[config.mk]
export PLATFORM = sky130hd
export DESIGN_NAME = mest_pro_loader
export DESIGN_NICKNAME = d
export VERILOG_FILES = /design/src/rtl/mest_pro_loader.sv
export SDC_FILE = /design/constraint.sdc
export NUM_CORES = 1
export LEC_CHECK = 0
export CORE_AREA = 2 2 150 108
export CTS_CLUSTER_DIAMETER = 100
export CTS_CLUSTER_SIZE = 14
export DETAILED_ROUTE_END_ITERATION = 7
export DIE_AREA = 0 0 152 110
export DONT_BUFFER_PORTS = 1
export PLACE_DENSITY = 0.43
export SLEW_MARGIN = 25
export SYNTH_ARGS = -nofsm -noshare
export SYNTH_HDL_FRONTEND = slang
export SYNTH_SLANG_ARGS = --single-unit
[constraint.sdc]
create_clock -name clk -period 3.7 [get_ports clk]
set_clock_uncertainty 0.2 [all_clocks]
set_input_delay 0.74 -clock clk [delete_from_list [all_inputs] [get_ports clk]]
set_output_delay 0.74 -clock clk [all_outputs]
set_load 0.01 [all_outputs]
[src/rtl/mest_pro_loader.sv]
// Byte-stream program loader for MESTPro unified memory: takes a framed stream,
// assembles MSB-first instruction words, writes them from address 0 and launches the core.
module mest_pro_loader #(
  parameter int          INSTRUCTION_SIZE = 16,
  parameter int          ADDR_BITS        = 16,
  parameter logic [7:0]  SYNC_BYTE        = 8'hA5
) (
  input  logic                        clk,
  input  logic                        i_reset_n,
  input  logic [7:0]                  i_byte,
  input  logic                        i_byte_valid,
  output logic                        o_byte_ready,
  input  logic                        i_abort,
  output logic                        o_mm_select,
  output logic [ADDR_BITS-1:0]        o_mm_addr,
  output logic [INSTRUCTION_SIZE-1:0] o_mm_dat,
  output logic                        o_cs,
  output logic                        o_we,
  output logic                        o_start,
  output logic                        o_load_done,
  output logic                        o_load_error
);

  localparam int BYTES = INSTRUCTION_SIZE / 8;
  localparam int CNT_W = (BYTES > 1) ? $clog2(BYTES) : 1;
  localparam logic [CNT_W-1:0]     LAST_BYTE = CNT_W'(BYTES - 1);
  localparam logic [CNT_W-1:0]     CNT_ONE   = CNT_W'(1);
  localparam logic [ADDR_BITS-1:0] ADDR_ONE  = ADDR_BITS'(1);

  localparam logic [2:0] S_IDLE   = 3'd0;
  localparam logic [2:0] S_LEN_HI = 3'd1;
  localparam logic [2:0] S_LEN_LO = 3'd2;
  localparam logic [2:0] S_DATA   = 3'd3;
  localparam logic [2:0] S_WRITE  = 3'd4;
  localparam logic [2:0] S_CHECK  = 3'd5;
  localparam logic [2:0] S_DONE   = 3'd6;

  logic [2:0]                  r_state;
  logic [7:0]                  r_len_hi;
  logic [15:0]                 r_remaining;
  logic [ADDR_BITS-1:0]        r_addr;
  logic [INSTRUCTION_SIZE-1:0] r_word;
  logic [7:0]                  r_chk;
  logic [CNT_W-1:0]            r_byte_cnt;
  logic                        r_mm_select;
  logic                        r_write;
  logic                        r_start;
  logic                        r_done;
  logic                        r_error;

  logic                        w_ready;
  logic                        w_busy;
  logic                        w_abort;
  logic                        w_accept;
  logic [15:0]                 w_len;
  logic [INSTRUCTION_SIZE-1:0] w_word_shifted;

  assign w_ready  = (r_state != S_WRITE) && (r_state != S_DONE);
  assign w_busy   = (r_state != S_IDLE) && (r_state != S_DONE);
  // An abort takes priority over a byte offered in the same cycle, which is then dropped.
  assign w_abort  = i_abort && w_busy;
  assign w_accept = i_byte_valid && w_ready && !w_abort;
  assign w_len    = {r_len_hi, i_byte};

  generate
    if (BYTES == 1) begin : g_single_byte
      assign w_word_shifted = i_byte;
    end else begin : g_multi_byte
      assign w_word_shifted = {r_word[INSTRUCTION_SIZE-9:0], i_byte};
    end
  endgenerate

  always_ff @(posedge clk or negedge i_reset_n) begin
    if (!i_reset_n) begin
      r_state     <= S_IDLE;
      r_len_hi    <= '0;
      r_remaining <= '0;
      r_addr      <= '0;
      r_word      <= '0;
      r_chk       <= '0;
      r_byte_cnt  <= '0;
      r_mm_select <= 1'b0;
      r_write     <= 1'b0;
      r_start     <= 1'b0;
      r_done      <= 1'b0;
      r_error     <= 1'b0;
    end else begin
      r_start <= 1'b0;
      r_write <= 1'b0;
      if (w_abort) begin
        // A write already on the bus this cycle still lands; only the frame is dropped.
        r_state     <= S_IDLE;
        r_error     <= 1'b1;
        r_mm_select <= 1'b0;
      end else begin
        case (r_state)
          S_IDLE: begin
            if (w_accept && (i_byte == SYNC_BYTE)) begin
              r_state     <= S_LEN_HI;
              r_done      <= 1'b0;
              r_error     <= 1'b0;
              r_mm_select <= 1'b1;
              r_addr      <= '0;
              r_chk       <= '0;
              r_byte_cnt  <= '0;
            end
          end
          S_LEN_HI: begin
            if (w_accept) begin
              r_len_hi <= i_byte;
              r_state  <= S_LEN_LO;
            end
          end
          S_LEN_LO: begin
            if (w_accept) begin
              r_remaining <= w_len;
              r_state     <= (w_len == 16'd0) ? S_CHECK : S_DATA;
            end
          end
          S_DATA: begin
            if (w_accept) begin
              r_word <= w_word_shifted;
              r_chk  <= r_chk ^ i_byte;
              if (r_byte_cnt == LAST_BYTE) begin
                r_byte_cnt <= '0;
                r_write    <= 1'b1;
                r_state    <= S_WRITE;
              end else begin
                r_byte_cnt <= r_byte_cnt + CNT_ONE;
              end
            end
          end
          S_WRITE: begin
            r_addr      <= r_addr + ADDR_ONE;
            r_remaining <= r_remaining - 16'd1;
            r_state     <= (r_remaining == 16'd1) ? S_CHECK : S_DATA;
          end
          S_CHECK: begin
            if (w_accept) begin
              r_mm_select <= 1'b0;
              if (i_byte == r_chk) begin
                r_state <= S_DONE;
                r_start <= 1'b1;
                r_done  <= 1'b1;
              end else begin
                r_state <= S_IDLE;
                r_error <= 1'b1;
              end
            end
          end
          S_DONE: begin
            r_state <= S_IDLE;
          end
          default: begin
            r_state     <= S_IDLE;
            r_mm_select <= 1'b0;
          end
        endcase
      end
    end
  end

  assign o_byte_ready = w_ready;
  assign o_mm_select  = r_mm_select;
  assign o_mm_addr    = r_addr;
  assign o_mm_dat     = r_word;
  assign o_cs         = r_write;
  assign o_we         = r_write;
  assign o_start      = r_start;
  assign o_load_done  = r_done;
  assign o_load_error = r_error;

endmodule

### Word level (Yosys, flattened, before mapping)

Index checks and enable logic that the tools add are counted.

| storage, ports and cells | value |
|---|---|
| register bits after elaboration | 73 |
| input port bits | 12 |
| output and inout bits | 39 |

| operators by class | value |
|---|---|
| add/sub/neg operators | 3 |
| equal/unequal tests | 24 |
| muxes and demuxes | 41 |
| bitwise logic cells | 2 |
| reductions and logical operators | 25 |

Operators with widths:

| cell | count |
|---|---|
| case mux 16 bit (2 select lines) | 2 |
| two-way mux 16 bit | 2 |
| two-way mux 3 bit | 10 |
| != test 3 bit (second input constant) | 9 |
| two-way mux 1 bit | 19 |
| case mux 3 bit (6 select lines) | 1 |
| adder 16 x 1 -> 16 bit (second input constant) | 1 |
| == test 16 x 1 -> 1 bit (second input constant) | 1 |
| logical NOT 16 bit | 1 |
| two-way mux 8 bit | 2 |
| case mux 8 bit (2 select lines) | 1 |
| subtractor 16 x 1 -> 16 bit (second input constant) | 1 |
| AND reduction 3 bit | 5 |
| != test 2 bit (second input constant) | 5 |
| == test 3 bit (second input constant) | 3 |
| == test 8 bit | 1 |
| == test 8 bit (second input constant) | 1 |
| AND reduction 4 bit | 2 |
| nonzero test 2 bit | 4 |
| XOR 8 bit | 1 |
| == test 3 x 2 -> 1 bit (second input constant) | 2 |
| logical AND 1 bit | 6 |
| case mux 1 bit (2 select lines) | 3 |
| AND reduction 6 bit | 1 |
| other kinds (10) | 11 |

### Depth between registers and ports, before layout

Gate-level depths: netlist of run 1.

| depth | value |
|---|---|
| depth in word-level cells | 9 |
| depth in mapped cells | 8 |

### Worst setup path before layout of run 1

OpenSTA, ideal clock, no wires.

| path | value |
|---|---|
| path kind | input -> register |
| start | in i_byte[6] |
| end | reg r_addr[10] (netlist: o_mm_addr[10]) |
| library setup time | 121 ps |
| data arrival time | 2027 ps |
| required time | 3379 ps |
| path slack | 1351 ps |
| cell stages on the path | 5 |
| cell sequence | or4_1 -> nor4_2 -> buf_2 -> buf_2 -> nor2_1 |

| on the way | value |
|---|---|
| longest elaborated chain between the ends | 4 |

RTL lines:

| what | RTL line | text |
|---|---|---|
| from (decl) | 10 | `input logic [7:0] i_byte,` |
| == test 8 bit | 98 | `if (w_accept && (i_byte == SYNC_BYTE)) begin` |
| logical AND 1 bit | 98 |  |
| != test 2 bit (no source line) | -- |  |
| AND reduction 3 bit (no source line) | -- |  |
| to (signal assigned) | 134 | `r_addr <= r_addr + ADDR_ONE;` |
| to (decl) | 41 | `logic [ADDR_BITS-1:0] r_addr;` |

No other way between the ends.
A chain may end at the register's enable or synchronous reset.

### Worst setup path after layout of run 1

| path | value |
|---|---|
| start | reg r_state[0] |
| end | reg r_byte_cnt |

| on the way | value |
|---|---|
| longest elaborated chain between the ends | 8 |
| elaborated cells on any way between the ends | 18 |
| classes of those cells | eq/ne (5); mux (1); bitwise (1); reduce/logical (11) |

RTL lines:

| what | RTL line | text |
|---|---|---|
| from (decl) | 38 | `logic [2:0] r_state;` |
| from (signal assigned) | 117 | `r_state <= (w_len == 16'd0) ? S_CHECK : S_DATA;` |
| from (signal assigned) | 136 | `r_state <= (r_remaining == 16'd1) ? S_CHECK : S_DATA;` |
| != test 3 bit or nonzero test 3 bit (tied branches) | 58, 59 |  |
| logical AND 1 bit | 59 | `assign w_busy = (r_state != S_IDLE) && (r_state != S_DONE);` |
| logical AND 1 bit | 61 | `assign w_abort = i_abort && w_busy;` |
| logical NOT 1 bit | 62 | `assign w_accept = i_byte_valid && w_ready && !w_abort;` |
| logical AND 1 bit | 62 |  |
| logical AND 1 bit | 98 |  |
| != test 2 bit (no source line) | -- |  |
| AND reduction 4 bit (no source line) | -- |  |
| to (signal assigned) | 129 | `r_byte_cnt <= r_byte_cnt + CNT_ONE;` |
| to (decl) | 44 | `logic [CNT_W-1:0] r_byte_cnt;` |

Parallel ways exist; a longest one is shown, timed or not.

==> out/results.txt, run 1 <==
Status: completed
Routability Congestion: 0.790
Avg Inst Size Synth: 9.32 um2
Post-synth top cells: dfrtp_1, nand2_1, nor2_1, a21oi_1, o21ai_1
Post-synth EDFFs: 0
Total number of vias: 2985
Worst Path Required: 3720 ps
First-pass GRT wire length: 16.6 mm
# rows: 38
Total gr overflow: 0
Number of detailed-route iterations in the first pass: 4
RSZ-0062 raised after global routing: no
Worst-path clk slew: 60 ps
Vias in the first global route: 2960
Final #Nets: 413
1st-iter DRT viols: 139
Initial antenna violation count: 0
Largest net degree at the start of global routing: 74
Fill count: 1580
Leak: 1.94 nW
HP Class: input port to asynchronous set/reset pin
Num ports: 51
Setup TNS: 0 ps
Top cells by area, synth: dfrtp_1, nand2_1, xor2_1, a21oi_1, o21ai_1
Fin crit period: 2720 ps
Worst rel slew slack: 48.4%
Max-cap violations: 0
Final setup violation count: 0
Die height: 110 um
Gr busiest metal: met2
Routing usage on met2: 18.1%
Most instantiated library cell after synthesis: dfrtp_1
WHS: 87.2 ps
Comb pwr share: 13.8%
Die footprint: 16700 um2
Cell Area, Placed: 3950 um2
Yosys reg bits: 73
CTS tree: built
Hold Fails Final Rpt: 0
DRC: 0
Pwr dens: 494 nW/um2
Max Fclk: 368 MHz
Synthesis-to-finish area growth: 13.3%
Syn_nets: 419
Crit-path max FO: 18
M3 GR Usage: 4.14%
CTS buffer count: 9
N_diodes: 0
Syn. warnings: 0
Yosys top cell by area: dfrtp_1
Slowest-stage cell, CP: and2_1
# resized after CTS: 0
Gate Count Post-Synth: 404
Placeable core area: 15300 um2
Crit. End Element: register
Switching power total: 0.619 mW
IO buf count: 0
Post-synthesis sequential area ratio: 48.5%
CTS sink count: 73
Pre-CTS setup slack: 972 ps
Top_reg_cell synth: dfrtp_1
H-tree depth: 3
Worst-margin pin slew: 773 ps
Layout cells sized above 1: 7.69%
Routed WL per cell: 16.1 um
Clock share of power: 39.6%
Clk root buf: clkbuf_16
Asr flop ratio synth: 100%
Cell Count, Final, Fillers Out: 603
Critical-path cell list: and3b_1 > and2_1 > nor2_2 > mux2_2
Routing usage on met1: 18.1%
Fin worst setup slack: 983 ps
Seq pwr share: 46.6%
Peak supply drop: 0.000181 V
Cell count after placement: 586
Critical path class: register to register
Worst Setup Start Kind: register
Clock Latency Late Sink: 330 ps
Crit share post-route: 73.4%
Cell area after layout: 4270 um2
Tot GR Track Use: 12.6%
Final Max Slew Viols: 0
Die W: 152 um
Max stage delay on crit path: 680 ps
Antenna Nets Post-Route: 0
Hpwl dp: 6.69 mm
Synth top area share: 48.5%
Sw Ratio: 29.4%
Vias per cell: 4.95
Initial core utilization: 24.7%
Yosys cell types: 58
Maximum clock path buffer count: 2
Worst EP arrival: 2740 ps
Cell internal pwr: 1.49 mW
Post-Syn Area: 3760 um2
Routed wire length: 9.69 mm
## per-layer routing
layer,share of wire (%),wire (um),vias to the layer above
met5,0,0,-
met4,0.54,52,0
met3,5.0,486,5
met2,41,4000,50
met1,53,5150,1488
li1,-,-,1442
## worst max-delay path, delay by kind of cell, from the launching register on
kind / cells / cell delay [ps]
flip-flops: 1 / 640
multiplexers: 1 / 320
AND/OR/NAND/NOR: 3 / 1440
## kinds of logic (layout without fill, tap and decap cells)
group / after synthesis / count (layout) / share of synthesized area [%]
flip-flops: 73 / 73 / 48.5
adder cells (fa/ha/maj): 3 / 3 / 0.997
XOR/XNOR: 20 / 20 / 4.65
multiplexers: 9 / 9 / 2.69
AND/OR/NAND/NOR: 175 / 175 / 24.0
buffers and inverters: 29 / 28 / 3.36
AO/OA/AOI/OAI: 95 / 95 / 15.8
## final timing paths
path / slack [ps] / cells past startpoint / from / end
worst min register to register: 300 / 1 / r_remaining[13]$_DFFE_PN0P_ / r_remaining[13]$_DFFE_PN0P_
max in group asynchronous: 2890 / 1 / i_reset_n / o_mm_addr[1]$_DFFE_PN0P_
worst max-delay path: 980 / 4 / r_state[0]$_DFFE_PN0P_ / r_byte_cnt$_DFFE_PN0P_
worst max register to register: 980 / 4 / r_state[0]$_DFFE_PN0P_ / r_byte_cnt$_DFFE_PN0P_
min in group clk: 300 / 1 / r_remaining[13]$_DFFE_PN0P_ / r_remaining[13]$_DFFE_PN0P_
worst min-delay path: 90 / 1 / i_reset_n / o_mm_dat[14]$_DFFE_PN0P_
## through the flow
stage | power (mW) | util, %
floorplan | 1.19 | -
global placement | 1.26 | 25.8
detailed placement | 1.27 | 25.8
CTS | 2.15 | 27.9
global route | 2.24 | 27.9
finish | 2.11 | 27.9
## cell usage in the layout (no fill, tap or decap), types with 9 or more instances in the layout
| master | instances |
|---|---|
| o21ai_0 | 12 |
| nand3_1 | 14 |
| xor2_1 | 19 |
| clkbuf_16 | 9 |
| nor3_1 | 10 |
| nand3b_1 | 10 |
| o21ai_1 | 21 |
| a21oi_1 | 22 |
| nor2_1 | 26 |
| dfrtp_1 | 73 |
| nand2_1 | 67 |
## final cells by class
type                       instances  area (um2)  share of cell area, %
clock buffer                      10         239                   5.60
clock inverter                     6        51.3                   1.20
inverter                           9        33.8                  0.792
multi-input combinational        302        1820                   42.7
sequential                        73        1830                   42.8
tap                              200         250                   5.87
timing repair buffer               3        42.5                  0.997
## sequential cells by signal, summed over array words and instances (netlist names)
name          cells
r_chk             8
r_byte_cnt        1
r_remaining      16
r_len_hi          8
r_state           3
o_load_error      1
o_start           1
o_mm_addr        16
o_mm_dat         16
o_cs              1
o_load_done       1
o_mm_select       1
## timing repair
action                                  in CTS  in global routing
endpoints found under the setup margin       0                  0
hold buffers                                 1                  0
setup buffers                                0                  0
hold endpoints to repair                    73                  0
## power groups by stage
stage / clock network, mW / logic, mW / registers [mW]
floorplan: 0 / 0.236 / 0.950
global placement: 0 / 0.267 / 0.992
detailed placement: 0 / 0.272 / 0.995
CTS: 0.878 / 0.295 / 0.980
global route: 0.904 / 0.335 / 0.998
finish: 0.836 / 0.291 / 0.982
No activity file was read; power rests on OpenSTA's default activity.
==> run 2: changes to the inputs <==
--- a/config.mk
+++ b/config.mk
@@ -11,7 +11,7 @@
 export DETAILED_ROUTE_END_ITERATION = 7
 export DIE_AREA = 0 0 152 110
 export DONT_BUFFER_PORTS = 1
-export PLACE_DENSITY = 0.43
+export PLACE_DENSITY = 0.44
 export SLEW_MARGIN = 25
 export SYNTH_ARGS = -nofsm -noshare
 export SYNTH_HDL_FRONTEND = slang
==> constraint.sdc (replaced) <==
create_clock -name clk -period 2.18 [get_ports clk]
set_clock_uncertainty 0.2 [all_clocks]
set_input_delay 0.436 -clock clk [delete_from_list [all_inputs] [get_ports clk]]
set_output_delay 0.436 -clock clk [all_outputs]
set_load 0.01 [all_outputs]
==> out/results.txt, run 2 (synthesis results as in run 1) <==
Status: finished, violations left
Failing checks: negative hold slack
DRC: 0
Placeable core area: 15300 um2
Clk root buf: clkbuf_16
Worst Path Required: 2240 ps
Max Fclk: 469 MHz
RSZ-0062 raised after global routing: no
Routed wire length: 9.96 mm
Max-cap violations: 0
Sw Ratio: 27.5%
Slowest-stage cell, CP: or4b_4
CTS buffer count: 9
Most frequent cells in the layout: dfrtp_1, nand2_1, nor2_1, buf_4, a21oi_1
End-of-flow core utilization: 29.8%
Final #Nets: 440
Switching power total: 1.06 mW
Final Max Slew Viols: 0
Die height: 110 um
N_diodes: 0
Pwr dens: 849 nW/um2
Critical path class: register to register
WHS: -402 ps
Peak supply drop: 0.000418 V
Max stage delay on crit path: 470 ps
Cell internal pwr: 2.80 mW
Routed WL per cell: 15.8 um
Total gr overflow: 0
# rows: 38
Critical-path cell list: ha_1 > or4b_4 > or4_4 > o221a_1 > o21ai_2
Number of detailed-route iterations in the first pass: 4
Hold Fails Final Rpt: 73
Cell Count, Final, Fillers Out: 630
Comb pwr share: 15.7%
Maximum clock path buffer count: 2
Clock Latency Late Sink: 330 ps
CTS sink count: 73
Routability Congestion: 0.792
Initial core utilization: 24.7%
Die W: 152 um
Cell count after placement: 611
Commonest non-fill, non-tap cell in the layout: dfrtp_1
Seq pwr share: 42.3%
Clock share of power: 42.0%
Largest net degree at the start of global routing: 74
Worst-path clk slew: 60 ps
Setup TNS: 0 ps
Vias in the first global route: 3015
Crit-path max FO: 4
Final setup violation count: 0
Final Power: 3.86 mW
Hpwl dp: 7.04 mm
Worst rel slew slack: 63.7%
Synthesis-to-finish area growth: 20.7%
CP startpoint: r_remaining[0]$_DFFE_PN0P_
Worst-margin pin slew: 543 ps
CTS tree: built
Worst EP arrival: 2200 ps
Initial antenna violation count: 0
R2R Path Start: r_remaining[0]$_DFFE_PN0P_
Layout cells sized above 1: 14.7%
Num ports: 51
Fin crit period: 2130 ps
Crit. End Element: register
IO buf count: 0
Total number of vias: 3066
Leak: 2.09 nW
Die footprint: 16700 um2
Vias per cell: 4.87
Fill count: 1590
First-pass GRT wire length: 16.8 mm
1st-iter DRT viols: 117
H-tree depth: 3
Tot GR Track Use: 12.7%
Worst Setup Start Kind: register
Crit share post-route: 97.8%
HP Class: input port to asynchronous set/reset pin
Antenna Nets Post-Route: 0
[run 2: cell count changes in the layout (fill, tap and decap cells not counted), sizes merged]
cell / delta
buf: +27
clkinv: -4
bufinv: +2
clkinvlp: +2
[run 2: layer usage]
metal | global-route usage, % | routed length, um | share of wire [%] | vias up
met2 | 17.8 | 3840 | 39 | 70
met1 | 18.6 | 5310 | 53 | 1485
met3 | 4.10 | 678 | 6.8 | 13
li1 | - | - | - | 1498
met5 | 0 | 0 | 0 | -
met4 | 3.67 | 127 | 1.3 | 0
[run 2: critical path: cells and delay by family (launching register included)]
family / cells / cell delay, ps
flip-flops: 1 / 420
AO/OA/AOI/OAI: 2 / 370
AND/OR/NAND/NOR: 2 / 910
adder cells (fa/ha/maj): 1 / 170
[run 2: worst paths after layout]
kind	end	slack [ps]	depth (start not counted)
min in group clk	o_mm_dat[0]$_DFFE_PN0P_	30	2
setup / recovery	r_state[2]$_DFFE_PN0P_	50	5
max in group asynchronous	r_len_hi[7]$_DFFE_PN0P_	2030	0
setup reg to reg	r_state[2]$_DFFE_PN0P_	50	5
hold / removal	r_state[1]$_DFFE_PN0P_	-400	0
hold reg to reg	r_remaining[14]$_DFFE_PN0P_	320	1
[run 2: stage by stage]
stage,cell area (um2),setup WS [ps]
6_report,4540,48.6
3_3_place_gp,4160,53.4
3_5_place_dp,4160,27.5
5_1_grt,4540,0.122
4_1_cts,4480,20.8
2_1_floorplan,3760,120
[run 2: cell type report]
| cell class | instances | area [um2] | area share [%] |
|---|---|---|---|
| Multi-Input combinational cell | 302 | 1840 | 40.6 |
| Tap cell | 200 | 250 | 5.51 |
| Clock inverter | 6 | 91.3 | 2.01 |
| Timing Repair Buffer | 30 | 267 | 5.87 |
| Inverter | 9 | 33.8 | 0.744 |
| Sequential cell | 73 | 1830 | 40.2 |
| Clock buffer | 10 | 229 | 5.04 |
[run 2: timing repair]
item	CTS	global route
setup endpoints to repair	0	16
gates resized for setup	0	9
endpoints found under the hold margin	73	73
buffers inserted	0	3
[run 2: power by group through the flow]
stage | Sequential, mW | Combinational, mW | Clock [mW]
detailed placement | 1.65 | 0.585 | 0
floorplan | 1.61 | 0.401 | 0
CTS | 1.63 | 0.589 | 1.66
finish | 1.63 | 0.605 | 1.62
global placement | 1.65 | 0.582 | 0
global route | 1.65 | 0.679 | 1.72
